==> src/rtl/alu_issue_ctrl_if.sv <==
// Instruction handshake and completion bundle between the instruction source
// and the ALU issue controller.
interface alu_issue_ctrl_if #(
    parameter int DATA_W = 4,
    parameter int ADDR_W = 2
);
    logic              instr_valid;
    logic              instr_ready;
    logic [2:0]        instr_op;
    logic [ADDR_W-1:0] instr_rd;
    logic [ADDR_W-1:0] instr_rs1;
    logic [ADDR_W-1:0] instr_rs2;
    logic              instr_imm_en;
    logic [DATA_W-1:0] instr_imm;
    logic              done_valid;
    logic [DATA_W-1:0] done_result;
    logic              err;

    modport master (
        output instr_valid, instr_op, instr_rd, instr_rs1, instr_rs2,
               instr_imm_en, instr_imm,
        input  instr_ready, done_valid, done_result, err
    );

    modport slave (
        input  instr_valid, instr_op, instr_rd, instr_rs1, instr_rs2,
               instr_imm_en, instr_imm,
        output instr_ready, done_valid, done_result, err
    );
endinterface

==> src/rtl/alu_issue_ctrl.sv <==
// Sequencer that issues register/immediate operands to a combinational 4-bit ALU,
// captures its result and flags, and writes the result back to a small register file.
module alu_issue_ctrl #(
    parameter int DATA_W = 4,
    parameter int NREGS  = 4,
    parameter int ADDR_W = 2
) (
    input  logic              clk,
    input  logic              rst_n,
    alu_issue_ctrl_if.slave   instr_if,
    input  logic              ld_en,
    input  logic [ADDR_W-1:0] ld_addr,
    input  logic [DATA_W-1:0] ld_data,
    input  logic [ADDR_W-1:0] dbg_addr,
    output logic [DATA_W-1:0] dbg_data,
    output logic [DATA_W-1:0] alu_A,
    output logic [DATA_W-1:0] alu_B,
    output logic [2:0]        alu_op,
    input  logic [DATA_W-1:0] alu_result,
    input  logic              alu_ZF,
    input  logic              alu_SF,
    input  logic              alu_OF,
    output logic [2:0]        flags
);

    typedef enum logic [1:0] {
        IDLE = 2'd0,
        EXEC = 2'd1,
        WB   = 2'd2
    } state_t;

    localparam logic [2:0] OP_CMP     = 3'b110;
    localparam logic [2:0] OP_INVALID = 3'b111;

    state_t            state;
    state_t            state_nxt;
    logic [DATA_W-1:0] regfile [NREGS];
    logic [ADDR_W-1:0] rd_q;
    logic [DATA_W-1:0] result_q;
    logic [2:0]        cap_flags;
    logic              accept;
    logic              wb_write;
    logic              flags_write;

    always_ff @(posedge clk or negedge rst_n) begin
        if (!rst_n) begin
            state <= IDLE;
        end else begin
            state <= state_nxt;
        end
    end

    always_comb begin
        state_nxt = state;
        accept    = 1'b0;
        case (state)
            IDLE: begin
                if (instr_if.instr_valid) begin
                    accept    = 1'b1;
                    state_nxt = EXEC;
                end
            end
            EXEC:    state_nxt = WB;
            WB:      state_nxt = IDLE;
            default: state_nxt = IDLE;
        endcase
    end

    // alu_op keeps the accepted opcode through WB, so it also qualifies the writeback.
    assign wb_write    = (state == WB) && (alu_op != OP_CMP) && (alu_op != OP_INVALID);
    assign flags_write = (state == WB) && (alu_op != OP_INVALID);

    assign instr_if.instr_ready = (state == IDLE);
    assign instr_if.done_valid  = (state == WB);
    assign instr_if.err         = (state == WB) && (alu_op == OP_INVALID);
    assign instr_if.done_result = result_q;
    assign dbg_data             = regfile[dbg_addr];

    always_ff @(posedge clk or negedge rst_n) begin
        if (!rst_n) begin
            alu_A     <= '0;
            alu_B     <= '0;
            alu_op    <= '0;
            rd_q      <= '0;
            result_q  <= '0;
            cap_flags <= '0;
            flags     <= '0;
        end else begin
            if (accept) begin
                alu_A  <= regfile[instr_if.instr_rs1];
                alu_B  <= instr_if.instr_imm_en ? instr_if.instr_imm
                                                : regfile[instr_if.instr_rs2];
                alu_op <= instr_if.instr_op;
                rd_q   <= instr_if.instr_rd;
            end
            if (state == EXEC) begin
                result_q  <= alu_result;
                cap_flags <= {alu_ZF, alu_SF, alu_OF};
            end
            if (flags_write) begin
                flags <= cap_flags;
            end
        end
    end

    // The writeback assignment comes last so it wins over a host load to the same entry.
    always_ff @(posedge clk or negedge rst_n) begin
        if (!rst_n) begin
            for (int i = 0; i < NREGS; i++) begin
                regfile[i] <= '0;
            end
        end else begin
            if (ld_en) begin
                regfile[ld_addr] <= ld_data;
            end
            if (wb_write) begin
                regfile[rd_q] <= result_q;
            end
        end
    end

endmodule

==> src/flat_wrapper.sv <==
// flat-port wrapper written by rule: the top's interface ports become plain ports
module alu_issue_ctrl_flat 
#(
    parameter int DATA_W = 4,
    parameter int NREGS  = 4,
    parameter int ADDR_W = 2
)
  (clk, rst_n, ld_en, ld_addr, ld_data, dbg_addr, dbg_data, alu_A, alu_B, alu_op, alu_result, alu_ZF, alu_SF, alu_OF, flags, instr_if_instr_valid, instr_if_instr_op, instr_if_instr_rd, instr_if_instr_rs1, instr_if_instr_rs2, instr_if_instr_imm_en, instr_if_instr_imm, instr_if_instr_ready, instr_if_done_valid, instr_if_done_result, instr_if_err);
  alu_issue_ctrl_if #(.DATA_W(DATA_W), .ADDR_W(ADDR_W)) instr_if_i ();
  input  logic clk;
  input  logic rst_n;
  input  logic ld_en;
  input  logic [ADDR_W-1:0] ld_addr;
  input  logic [DATA_W-1:0] ld_data;
  input  logic [ADDR_W-1:0] dbg_addr;
  output logic [DATA_W-1:0] dbg_data;
  output logic [DATA_W-1:0] alu_A;
  output logic [DATA_W-1:0] alu_B;
  output logic [2:0] alu_op;
  input  logic [DATA_W-1:0] alu_result;
  input  logic alu_ZF;
  input  logic alu_SF;
  input  logic alu_OF;
  output logic [2:0] flags;
  input wire logic [$bits(instr_if_i.instr_valid)-1:0] instr_if_instr_valid;
  input wire logic [$bits(instr_if_i.instr_op)-1:0] instr_if_instr_op;
  input wire logic [$bits(instr_if_i.instr_rd)-1:0] instr_if_instr_rd;
  input wire logic [$bits(instr_if_i.instr_rs1)-1:0] instr_if_instr_rs1;
  input wire logic [$bits(instr_if_i.instr_rs2)-1:0] instr_if_instr_rs2;
  input wire logic [$bits(instr_if_i.instr_imm_en)-1:0] instr_if_instr_imm_en;
  input wire logic [$bits(instr_if_i.instr_imm)-1:0] instr_if_instr_imm;
  output wire logic [$bits(instr_if_i.instr_ready)-1:0] instr_if_instr_ready;
  output wire logic [$bits(instr_if_i.done_valid)-1:0] instr_if_done_valid;
  output wire logic [$bits(instr_if_i.done_result)-1:0] instr_if_done_result;
  output wire logic [$bits(instr_if_i.err)-1:0] instr_if_err;
  assign instr_if_i.instr_valid = instr_if_instr_valid;
  assign instr_if_i.instr_op = instr_if_instr_op;
  assign instr_if_i.instr_rd = instr_if_instr_rd;
  assign instr_if_i.instr_rs1 = instr_if_instr_rs1;
  assign instr_if_i.instr_rs2 = instr_if_instr_rs2;
  assign instr_if_i.instr_imm_en = instr_if_instr_imm_en;
  assign instr_if_i.instr_imm = instr_if_instr_imm;
  assign instr_if_instr_ready = instr_if_i.instr_ready;
  assign instr_if_done_valid = instr_if_i.done_valid;
  assign instr_if_done_result = instr_if_i.done_result;
  assign instr_if_err = instr_if_i.err;
  alu_issue_ctrl #(.DATA_W(DATA_W), .NREGS(NREGS), .ADDR_W(ADDR_W)) u_core (.clk(clk), .rst_n(rst_n), .instr_if(instr_if_i), .ld_en(ld_en), .ld_addr(ld_addr), .ld_data(ld_data), .dbg_addr(dbg_addr), .dbg_data(dbg_data), .alu_A(alu_A), .alu_B(alu_B), .alu_op(alu_op), .alu_result(alu_result), .alu_ZF(alu_ZF), .alu_SF(alu_SF), .alu_OF(alu_OF), .flags(flags));
endmodule
==> config.mk <==
export PLATFORM = sky130hd
export DESIGN_NAME = alu_issue_ctrl_flat
export DESIGN_NICKNAME = d
export VERILOG_FILES = /design/src/rtl/alu_issue_ctrl_if.sv /design/src/rtl/alu_issue_ctrl.sv /design/src/flat_wrapper.sv
export SDC_FILE = /design/constraint.sdc
export NUM_CORES = 1
export LEC_CHECK = 0
export BUFFER_PORTS_ARGS = -buffer_cell sky130_fd_sc_hd__buf_2
export CAP_MARGIN = 20
export CORE_MARGIN = 5
export CORE_UTILIZATION = 52
export CTS_CLUSTER_DIAMETER = 60
export DETAILED_ROUTE_END_ITERATION = 10
export MAX_ROUTING_LAYER = met4
export PLACE_DENSITY = 0.84
export SYNTH_ARGS = -nofsm -noshare
export SYNTH_HDL_FRONTEND = slang
export SYNTH_SLANG_ARGS = --single-unit
export TNS_END_PERCENT = 1
==> constraint.sdc <==
create_clock -name clk -period 1.67 [get_ports clk]
set_input_delay 0.0835 -clock clk [delete_from_list [all_inputs] [get_ports clk]]
set_output_delay 0.0835 -clock clk [all_outputs]
set_load 0.05 [all_outputs]
==> run_results.csv <==
group,metric,value,unit
synthesis,synthFlopType,"dfrtp_1",
final_layout,nets,234,
die,initial_utilization,53.40,%
cts,clk_latency,0.30,ns
synthesis,yosys.area.top_type_share,48.38,%
synthesis,synthArstFlopShare,100.0,%
sta,setup_ws,0.1618,ns
synthesis,ys_warn_count,0,
power,total_power,4.465,mW
final_layout,n_antenna_cell,0,
route,ant_nets,0,
die,rows,23,
synthesis,netlist.top_cell.by_area,"dfrtp_1",
route,dr.pass1.iters,4,
cts,cts_tree,"yes",
cts,htreeDepth,2,
placement,place_area,2480,µm²
global_route,grt_start_max_net_pins,42,
route,wl_met1,1.791,mm
sta,tns,0,ns
setup_path,crit_type,"reg2out",
die,die_area,5455,µm²
setup_path,r2r_cells,3,
power,clockPowerShare,14.6,%
power,power.internal,2.533,mW
cts,numCtsBuffers,5,
final_layout,final_util,64.87,%
job,maxCapViolations,0,
global_route,grtUsageTotal,20.05,%
placement,routabilityCongestion,0.8087,
global_route,grt_pass1_wl,7.797,mm
cts,clockBufferDepth,2,
sta,hold_viol,0,
route,totalWireLength,4.928,mm
cts,cts_resized,0,
sta,slew_headroom,39.58,%
placement,portBuffers,57,
die,die_y,73.86,µm
route,highest_layer,"met4",
synthesis,postSynthCellCount,137,
route,drc,0,
min_path,worstHoldPathCells,2,
synthesis,syn_nets,170,
sta,clock_skew,0.007880,ns
cts,cts_setup_buffers,0,
cts,holdBufCountCts,1,
sta,period_share,90.31,%
power,p_per_area,1733,nW/µm²
route,route.met2.wl,2.732,mm
cts,cts-root-buf,"clkbuf_8",
cts,cts_sinks,41,
synthesis,synth_seq_area_share,48.38,%
setup_path,cp-end-kind,"output pin",
route,vias_per_cell,5.805,
power,power.leakage,1.143,nW
setup_path,cp_max_fo,4,
power,combPwrFrac,46.6,%
global_route,antenna_found_initial,0,
synthesis,syn_area,2121,µm²
synthesis,synth_edf_count,0,
min_path,hp-class,"in2reg",
setup_path,worstSetupStartpointType,"register",
sta,timing.fmax,0.6630,GHz
sta,grt_setup_unrepaired,"no",
sta,post-route-min-period,1.508,ns
global_route,grt_pass1_vias,1619,
sta,worst_slew_pin_slew,0.9063,ns
synthesis,ys_top_cells_by_count,"mux2_2 (51), dfrtp_1 (41), mux4_2 (12)",
die,die_w,73.86,µm
final_layout,instances_no_fill,251,
route,drtIter0Drc,86,
power,vdd_drop_max,723.4,µV
sta,drv_slew,0,
final_layout,layout-drive-gt1-share,68.16,%
global_route,gr-total-overflow,0,
power,power.share.sequential,38.7,%
synthesis,synth_cell_types,18,
synthesis,synth.area.top_cells,"dfrtp_1 (48%), mux2_2 (27%), mux4_2 (13%)",
power,switching_power,1.933,mW
setup_path,required,1.59,ns
placement,dp_worst_setup_slack,0.2081,ns
power,switching_share,43.28,%
placement,placed_cells,243,
route,num_vias,1457,
final_layout,area_growth,21.47,%
synthesis,synth.most_common_cell,"mux2_2",
die,fp.coreArea,3971,µm²
status,status,"completed",
synthesis,avgSynthCellArea,15.48,µm²
die,ios,58,
final_layout,fillers,309,
route,routedWlPerCell,19.63,µm
sta,fin_hold_ws,0.02109,ns
synthesis,synth_seq_cells,41,
sta,setup_viol,0,
final_layout,fin_area,2576,µm²
route,wl_met3,317,µm
setup_path,critPathArrivalTime,1.42,ns
cts,clk_pin_slew_worst_paths,0.07,ns
[logic make-up after synthesis]
logic type / synth area share, %
AOI/OAI and AO/OA: 0.9440
and+or+nand+nor: 7.610
buffers and inverters: 1.357
DFF: 48.38
muxes: 41.71
[registers in the layout (all words and copies together) (netlist names)]
name and cells:
u_core.regfile 16, u_core.alu_A 4, u_core.alu_B 4, u_core.instr_if.done_result 4, u_core.alu_op 3, u_core.cap_flags 3, u_core.flags 3, u_core.rd_q 2
u_core.state 2
[placed cells by master (no fill, tap or decap), drive strengths merged]
master        n
nor2          5
nand3b        2
nor2b         2
buf          61
mux2i         4
mux2         51
dlygate4sd3   1
clkbuf        7
mux4         12
nand4         1
nand3         2
nand4bb       1
a21oi         4
nor3b         3
nand4b        2
nand2         2
dfrtp        41
[layer usage]
metal | track usage (%) | vias up
met4 | 6.439 | 0
li1 | - | 648
met1 | 21.30 | 746
met2 | 36.12 | 55
met3 | 5.062 | 8
met5 | - | -
[final cells by class]
type | count | area [µm²] | area share, %
tap | 50 | 62.56 | 2.428
clock buffer | 7 | 86.33 | 3.351
timing repair buffer | 62 | 325.3 | 12.63
multi-input combinational | 91 | 1076 | 41.77
sequential | 41 | 1026 | 39.83
[worst max-delay path, cell delays in order (launching register included)]
cell     delay [ns]
dfrtp_1        0.42
mux4_2         0.48
buf_2          0.23
[power by group through the flow]
stage	Combinational [mW]	Sequential (mW)	Clock [mW]
floorplan	1.02	2.23	0
global placement	2.03	1.68	0
detailed placement	2.09	1.74	0
CTS	2.10	1.72	0.658
global route	2.18	1.77	0.704
finish	2.08	1.73	0.654
[final timing paths]
kind / start / endpoint / slack [ns]
min in group asynchronous: rst_n / u_core.instr_if.done_result[1] / 0.45
max: u_core.regfile[3] / dbg_data[3] / 0.16
max in group asynchronous: rst_n / u_core.flags[1] / 0.65
min reg2reg: u_core.flags[1] / u_core.flags[1] / 0.50
max reg2reg: u_core.state[0] / u_core.alu_A[2] / 0.19
min: alu_result[0] / u_core.instr_if.done_result[0] / 0.02
No activity file was read; power rests on OpenSTA's default activity.
